[src/rtl/fifo_tx_drain.sv]
`default_nettype none
// ============================================================================
// Module  : fifo_tx_drain
// Brief   : Pops words from a FIFO read port and sends each one as an
//           asynchronous serial frame (start, data LSB first, parity, stop).
// Revision: 1.0  initial release
// ============================================================================
module fifo_tx_drain #(
  parameter int DATO_WIDTH   = 3,
  parameter int CLKS_PER_BIT = 4,
  parameter int PARITY       = 0,
  parameter int STOP_BITS    = 1
) (
  input  logic                  clk,
  input  logic                  rst,
  input  logic                  en,
  input  logic                  fifo_empty,
  input  logic [DATO_WIDTH-1:0] fifo_rdata,
  output logic                  fifo_rd,
  output logic                  tx,
  output logic                  busy,
  output logic [7:0]            frame_cnt
);

  localparam int BAUD_W  = (CLKS_PER_BIT > 1) ? $clog2(CLKS_PER_BIT) : 1;
  localparam int BIT_MAX = (DATO_WIDTH > STOP_BITS) ? DATO_WIDTH : STOP_BITS;
  localparam int BIT_W   = (BIT_MAX > 1) ? $clog2(BIT_MAX) : 1;

  localparam logic [BAUD_W-1:0] C_BAUD_LAST = BAUD_W'(CLKS_PER_BIT - 1);
  localparam logic [BIT_W-1:0]  C_DATA_LAST = BIT_W'(DATO_WIDTH - 1);
  localparam logic [BIT_W-1:0]  C_STOP_LAST = BIT_W'(STOP_BITS - 1);
  localparam bit                C_PAR_EN    = (PARITY != 0);
  localparam bit                C_PAR_ODD   = (PARITY == 2);

  typedef enum logic [2:0] {
    S_IDLE   = 3'd0,
    S_POP    = 3'd1,
    S_LOAD   = 3'd2,
    S_START  = 3'd3,
    S_DATA   = 3'd4,
    S_PARITY = 3'd5,
    S_STOP   = 3'd6
  } state_t;

  state_t                  state_q, state_d;
  logic [BAUD_W-1:0]       baud_q, baud_d;
  logic [BIT_W-1:0]        bit_q, bit_d;
  logic [DATO_WIDTH-1:0]   shift_q, shift_d;
  logic                    par_q, par_d;
  logic                    tx_q, tx_d;
  logic                    rd_q, rd_d;
  logic                    busy_q, busy_d;
  logic [7:0]              cnt_q, cnt_d;
  logic                    baud_end;

  always_ff @(posedge clk) begin
    if (rst) begin
      state_q <= S_IDLE;
      baud_q  <= '0;
      bit_q   <= '0;
      shift_q <= '0;
      par_q   <= 1'b0;
      tx_q    <= 1'b1;
      rd_q    <= 1'b0;
      busy_q  <= 1'b0;
      cnt_q   <= 8'd0;
    end else begin
      state_q <= state_d;
      baud_q  <= baud_d;
      bit_q   <= bit_d;
      shift_q <= shift_d;
      par_q   <= par_d;
      tx_q    <= tx_d;
      rd_q    <= rd_d;
      busy_q  <= busy_d;
      cnt_q   <= cnt_d;
    end
  end

  // Outputs are registered: tx_d carries the line level of the next state.
  always_comb begin
    state_d  = state_q;
    baud_d   = baud_q;
    bit_d    = bit_q;
    shift_d  = shift_q;
    par_d    = par_q;
    tx_d     = tx_q;
    rd_d     = 1'b0;
    busy_d   = busy_q;
    cnt_d    = cnt_q;
    baud_end = (baud_q == C_BAUD_LAST);

    case (state_q)
      S_IDLE: begin
        tx_d   = 1'b1;
        busy_d = 1'b0;
        if (en && !fifo_empty) begin
          state_d = S_POP;
          rd_d    = 1'b1;
          busy_d  = 1'b1;
        end
      end

      S_POP: state_d = S_LOAD;

      S_LOAD: begin
        shift_d = fifo_rdata;
        par_d   = C_PAR_ODD ? ~(^fifo_rdata) : ^fifo_rdata;
        baud_d  = '0;
        bit_d   = '0;
        tx_d    = 1'b0;
        state_d = S_START;
      end

      S_START: begin
        baud_d = baud_q + BAUD_W'(1);
        if (baud_end) begin
          baud_d  = '0;
          tx_d    = shift_q[0];
          state_d = S_DATA;
        end
      end

      S_DATA: begin
        baud_d = baud_q + BAUD_W'(1);
        if (baud_end) begin
          baud_d  = '0;
          shift_d = shift_q >> 1;
          if (bit_q == C_DATA_LAST) begin
            bit_d = '0;
            if (C_PAR_EN) begin
              tx_d    = par_q;
              state_d = S_PARITY;
            end else begin
              tx_d    = 1'b1;
              state_d = S_STOP;
            end
          end else begin
            bit_d = bit_q + BIT_W'(1);
            tx_d  = shift_d[0];
          end
        end
      end

      S_PARITY: begin
        baud_d = baud_q + BAUD_W'(1);
        if (baud_end) begin
          baud_d  = '0;
          bit_d   = '0;
          tx_d    = 1'b1;
          state_d = S_STOP;
        end
      end

      S_STOP: begin
        baud_d = baud_q + BAUD_W'(1);
        if (baud_end) begin
          baud_d = '0;
          if (bit_q == C_STOP_LAST) begin
            bit_d = '0;
            cnt_d = cnt_q + 8'd1;
            // Back-to-back: skip IDLE so the gap is only POP + LOAD.
            if (en && !fifo_empty) begin
              state_d = S_POP;
              rd_d    = 1'b1;
            end else begin
              state_d = S_IDLE;
              busy_d  = 1'b0;
            end
          end else begin
            bit_d = bit_q + BIT_W'(1);
          end
        end
      end

      default: begin
        state_d = S_IDLE;
        tx_d    = 1'b1;
        busy_d  = 1'b0;
      end
    endcase
  end

  assign fifo_rd   = rd_q;
  assign tx        = tx_q;
  assign busy      = busy_q;
  assign frame_cnt = cnt_q;

endmodule
`default_nettype wire

[config.mk]
export PLATFORM = sky130hd
export DESIGN_NAME = fifo_tx_drain
export DESIGN_NICKNAME = d
export VERILOG_FILES = /design/src/rtl/fifo_tx_drain.sv
export SDC_FILE = /design/constraint.sdc
export NUM_CORES = 1
export LEC_CHECK = 0
export BUFFER_PORTS_ARGS = -buffer_cell sky130_fd_sc_hd__buf_2
export CORE_MARGIN = 5
export CORE_UTILIZATION = 60
export DETAILED_ROUTE_END_ITERATION = 10
export PLACE_DENSITY = 0.83
export SLEW_MARGIN = 5
export SYNTH_ARGS = -nofsm -noshare
export SYNTH_HDL_FRONTEND = slang
export SYNTH_SLANG_ARGS = --single-unit
[constraint.sdc]
create_clock -name clk -period 2.4 [get_ports clk]
set_input_delay 0 -clock clk [delete_from_list [all_inputs] [get_ports clk]]
set_output_delay 0 -clock clk [all_outputs]
set_load 0.05 [all_outputs]
; Word level (Yosys, flattened, before mapping)
; Index checks and enable logic that the tools add are counted.
[word_totals]
regBits = 21
inputBits = 7
word_cells = 77
out_inout_bits = 11
[classes]
mux = 32
add_sub_neg = 3
n_bitwise = 2
n_eq_ne = 16
reduce_logical = 16
[ops]
columns = cell, n
row1 = $mux W3, 8
row2 = $pmux W3 S7, 1
row3 = $ne A2 B2 Y1 const B, 8
row4 = $mux W2, 6
row5 = $reduce_and A4 Y1, 3
row6 = $mux W1, 11
row7 = $eq A3 B3 Y1 const B, 3
row8 = $add A8 B1 Y8 const B, 1
row9 = $pmux W2 S4, 1
row10 = $reduce_and A7 Y1, 1
row11 = $eq A3 B2 Y1 const B, 2
row12 = $pmux W3 S2, 1
row13 = $pmux W1 S5, 1
row14 = $reduce_or A5 Y1, 1
row15 = $add A2 B1 Y2 const B, 2
row16 = $eq A2 B2 Y1 const B, 2
row17 = $pmux W2 S2, 1
row18 = $reduce_bool A2 Y1, 2
row19 = $reduce_bool A4 Y1, 1
row20 = $reduce_or A4 Y1, 1
row21 = $eq A3 B1 Y1 const B, 1
row22 = $logic_not A3 Y1, 1
row23 = $pmux W1 S3, 1
row24 = $reduce_and A3 Y1, 1
row25 = other kinds (7), 8

; Depth between registers and ports, before layout
[logic_depth]
ltp_word = 6
ltp_mapped = 6
depth_no_buf = 6

; Worst setup path after synthesis
; No wires, ideal clock.
[synth_timing]
path_type = flip-flop to flip-flop
from = reg cnt_q[0], in the netlist frame_cnt[0]
to = reg cnt_q[2], in the netlist frame_cnt[2]
path_slack_ns = 0.871
setup_ns = 0.070
t_arrival_ns = 1.459
n_path_buf = 0
required_time_ns = 2.330
synth_period_minus_slack_ns = 1.529
stages_incl_launch_ff = 5
path_cell_list = dfxtp_1 ha_1 nand4_1 or3_1 a21oi_1
[synth_via]
elab_chain_len = 1
[synth_rtl]
columns = item, line_no
row1 = "start, declared", 53  ; logic [7:0] cnt_q, cnt_d;
row2 = "start signal, assigned", 76  ; cnt_q <= cnt_d;
row3 = $add A8 B1 Y8, 161  ; cnt_d = cnt_q + 8'd1;
; Every way passes these cells.
; A chain may end at the register's enable or synchronous reset.

; Worst setup path after layout
[layout_timing]
from = reg state_q[2]
to = reg cnt_q[7], in the netlist frame_cnt[7]
[layout_via]
elab_chain_len = 2
[layout_rtl]
columns = item, line_no
row1 = "start, declared", 45  ; state_t state_q, state_d;
row2 = "start signal, assigned", 68  ; state_q <= state_d;
row3 = $eq A3 B3 Y1, 93  ; case (state_q)
row4 = $reduce_and A3 Y1 (no source line), n/a
; Every way passes these cells.

==> metrics <==
status=complete, no violations; Rel. slew slack=a little under half; CTS Hold Bufs=0; initial antenna violation count=0; post-route ant nets=0; top_reg_cell synth=dfxtp_1; vias=around 1100; crit path kind=flip-flop to flip-flop; 1st-pass router iterations=4; post-CTS resize count=0; Final Non-Filler Cells=184; slowest cell delay on critical path=0.86 ns; postcts setup bufs=0; layout cells sized above 1=~17%; die area=a little over 3000 um2; share of the synthesized area in the top cell type=about a third; GPL Wtd Cong=around 0.76; setup TNS=0 ns; Sink Count=21; P&R area growth vs syn=7.46%; Core ar.=around 2000 um2; Routed WL per cell=approximately 13 um; total routed wirelength=2430 um; worst hold path class=input port to flip-flop; dpl cells=between 150 and 200; clock slew at reported path FFs=about 0.12 ns; Post-synth ARST share=0%; crit share post-route=roughly three quarters; Root Driver=clkbuf_4; Fin Clk Skew=about 0.0022 ns; Fillers=183; Netlist cell types=41; TritonCTS buffer count=3; commonest non-fill, non-tap cell in the layout=dfxtp_1; # port buffers=17; Avg Synthesized Cell Area=between 8 and 9 um2; Final Core Density=68.0%; Skew-Pair Late Insertion Delay=just over 0.3 ns; P_leak=about 0.53 nW; pwr dens=approximately 550 nW/um2; VDD IR max=~0.27 mV; final layout net count=between 150 and 200; most frequent cells in the layout=21 x dfxtp_1, 17 x nor2_1, 17 x buf_2, 8 x a21oi_1, 8 x nand2_1; Die X-Extent=about 55 um; type of origin of the critical path=flip-flop; Max Fclk=between 0.5 and 0.6 GHz; cell taking the most area after synthesis=dfxtp_1; critical path's slowest cell=dfxtp_1; total track usage=between 10% and 20%; Vias/cell=5.72; Post-Layout Inst Area=about 1300 um2; netlist area before placement=1240 um2; max-slew violation count=0; grt total ovfl=0; # setup viols final=0; # IOs=18; Cell Area, Placed=approximately 1300 um2; Crit. End Element=flip-flop; hpwl dp=about 1700 um; ant diodes=0; synthesized instance count=roughly 150; Net Count, Synth=around 160; site row count=16; crit path DAT=approximately 2 ns; warnings from Yosys=0; DRC Markers=0; worst path cell trace=nand4_1, nor4_2, xnor2_1, nor2_1; H-tree depth=1; Iteration-0 DRC Markers=28; DIE HEIGHT=around 55 um; clk buf depth=2; multi-input logic area=roughly 740 um2; unrepaired setup endpoints after global routing=no; Initial Utilization=between 60% and 70%; register area share after synthesis=roughly a third; MaxCap Viol Count=0; pin count of the biggest net entering global routing=25; FF/Latch Area=420 um2; first-pass GRT wire length=~4300 um; vias in the first global route=between 900 and 1000; Final min period=about 1.8 ns; Critical Path RT=between 2 and 3 ns; CTS tree=built; Yosys reg bits=21; Post-synth EDFFs=0; top cells by area, synth=dfxtp_1 34%, ha_1 7.1%, nor2_1 5.1%, mux2i_1 4.8%, xnor2_1 4.2%; Worst Path Max Fanout=24; Hold Vio Cnt, Final=0; worst slew pin tran=between 0.7 and 0.8 ns
## routing by layer
layer	wire length [um]	up-vias	track usage, %	share of wire (%)
met5	0	-	0	0
met4	28	0	5.56	1.2
met3	99	4	4.43	4.1
met2	1120	15	26.5	46
met1	1180	494	21.1	49
li1	-	539	-	-
## critical path, delay by kind of cell, from the launching register on
family        cells  cell delay [ns]
xor+xnor          1             0.15
flops             1             0.86
simple gates      3             0.68
## state kept, by name (all words and copies together) (netlist names)
| signal | count |
|---|---|
| baud_q | 2 |
| busy | 1 |
| frame_cnt | 8 |
| tx | 1 |
| fifo_rd | 1 |
| bit_q | 2 |
| state_q | 3 |
| shift_q | 3 |
## synthesized netlist by cell type (2+ instances only)
cell type / number
a211oi_1: 5
a21oi_1: 8
a22oi_1: 3
a2bb2oi_1: 2
buf_2: 4
buf_4: 2
clkbuf_1: 2
dfxtp_1: 21
ha_1: 7
inv_1: 6
mux2i_1: 6
nand2_1: 8
nand2b_1: 5
nand3_1: 2
nand4_1: 4
nor2_1: 17
nor2b_1: 2
nor3_1: 6
o21ai_0: 6
o22ai_1: 2
or3_1: 2
xnor2_1: 6
## layout make-up
cell class / instances / share of cell area [%]
Clock buffer: 3 / 1.69
Clock inverter: 1 / 0.375
Inverter: 6 / 1.69
Multi-Input combinational cell: 109 / 55.8
Sequential cell: 21 / 31.5
Tap cell: 27 / 2.53
Timing Repair Buffer: 17 / 6.38
## path summary, 6_finish.rpt
check | start | slack (ns) | endpoint | cells after the start
worst max-delay path | state_q[2] | 0.60 | frame_cnt[7] | 4
worst min-delay path | fifo_rdata[0] | 0.009 | shift_q[0] | 3
worst min register to register | tx | 0.48 | tx | 2
worst max register to register | state_q[2] | 0.60 | frame_cnt[7] | 4
## logic make-up after synthesis
family / count (synthesis) / synth area share [%]
muxes: 6 / 4.84
xor gates and xnor gates: 7 / 4.94
and+or+nand+nor: 55 / 24.7
AOI/OAI and AO/OA: 34 / 18.4
buffers and inverters: 15 / 6.15
DFF: 21 / 33.9
adders and majority gates: 7 / 7.06
## report_power, final
part | switching (mW) | total [mW] | leakage (nW) | internal (mW)
sequential | 0.0432 | 0.412 | 0.170 | 0.368
clock | 0.116 | 0.178 | 0.0177 | 0.0623
combinational | 0.0764 | 0.138 | 0.337 | 0.0619
total | 0.235 | 0.728 | 0.525 | 0.493
## per-stage QoR
stage	power [mW]	hold WS, ns	worst slack [ns]
finish	0.728	0.00911	0.604
global route	0.775	0.0190	0.515
CTS	0.729	0.0130	0.659
detailed placement	0.555	0.348	0.682
global placement	0.550	0.335	0.753
floorplan	0.537	0.0821	0.871
Note: power is estimated with default switching activity, not from simulation.
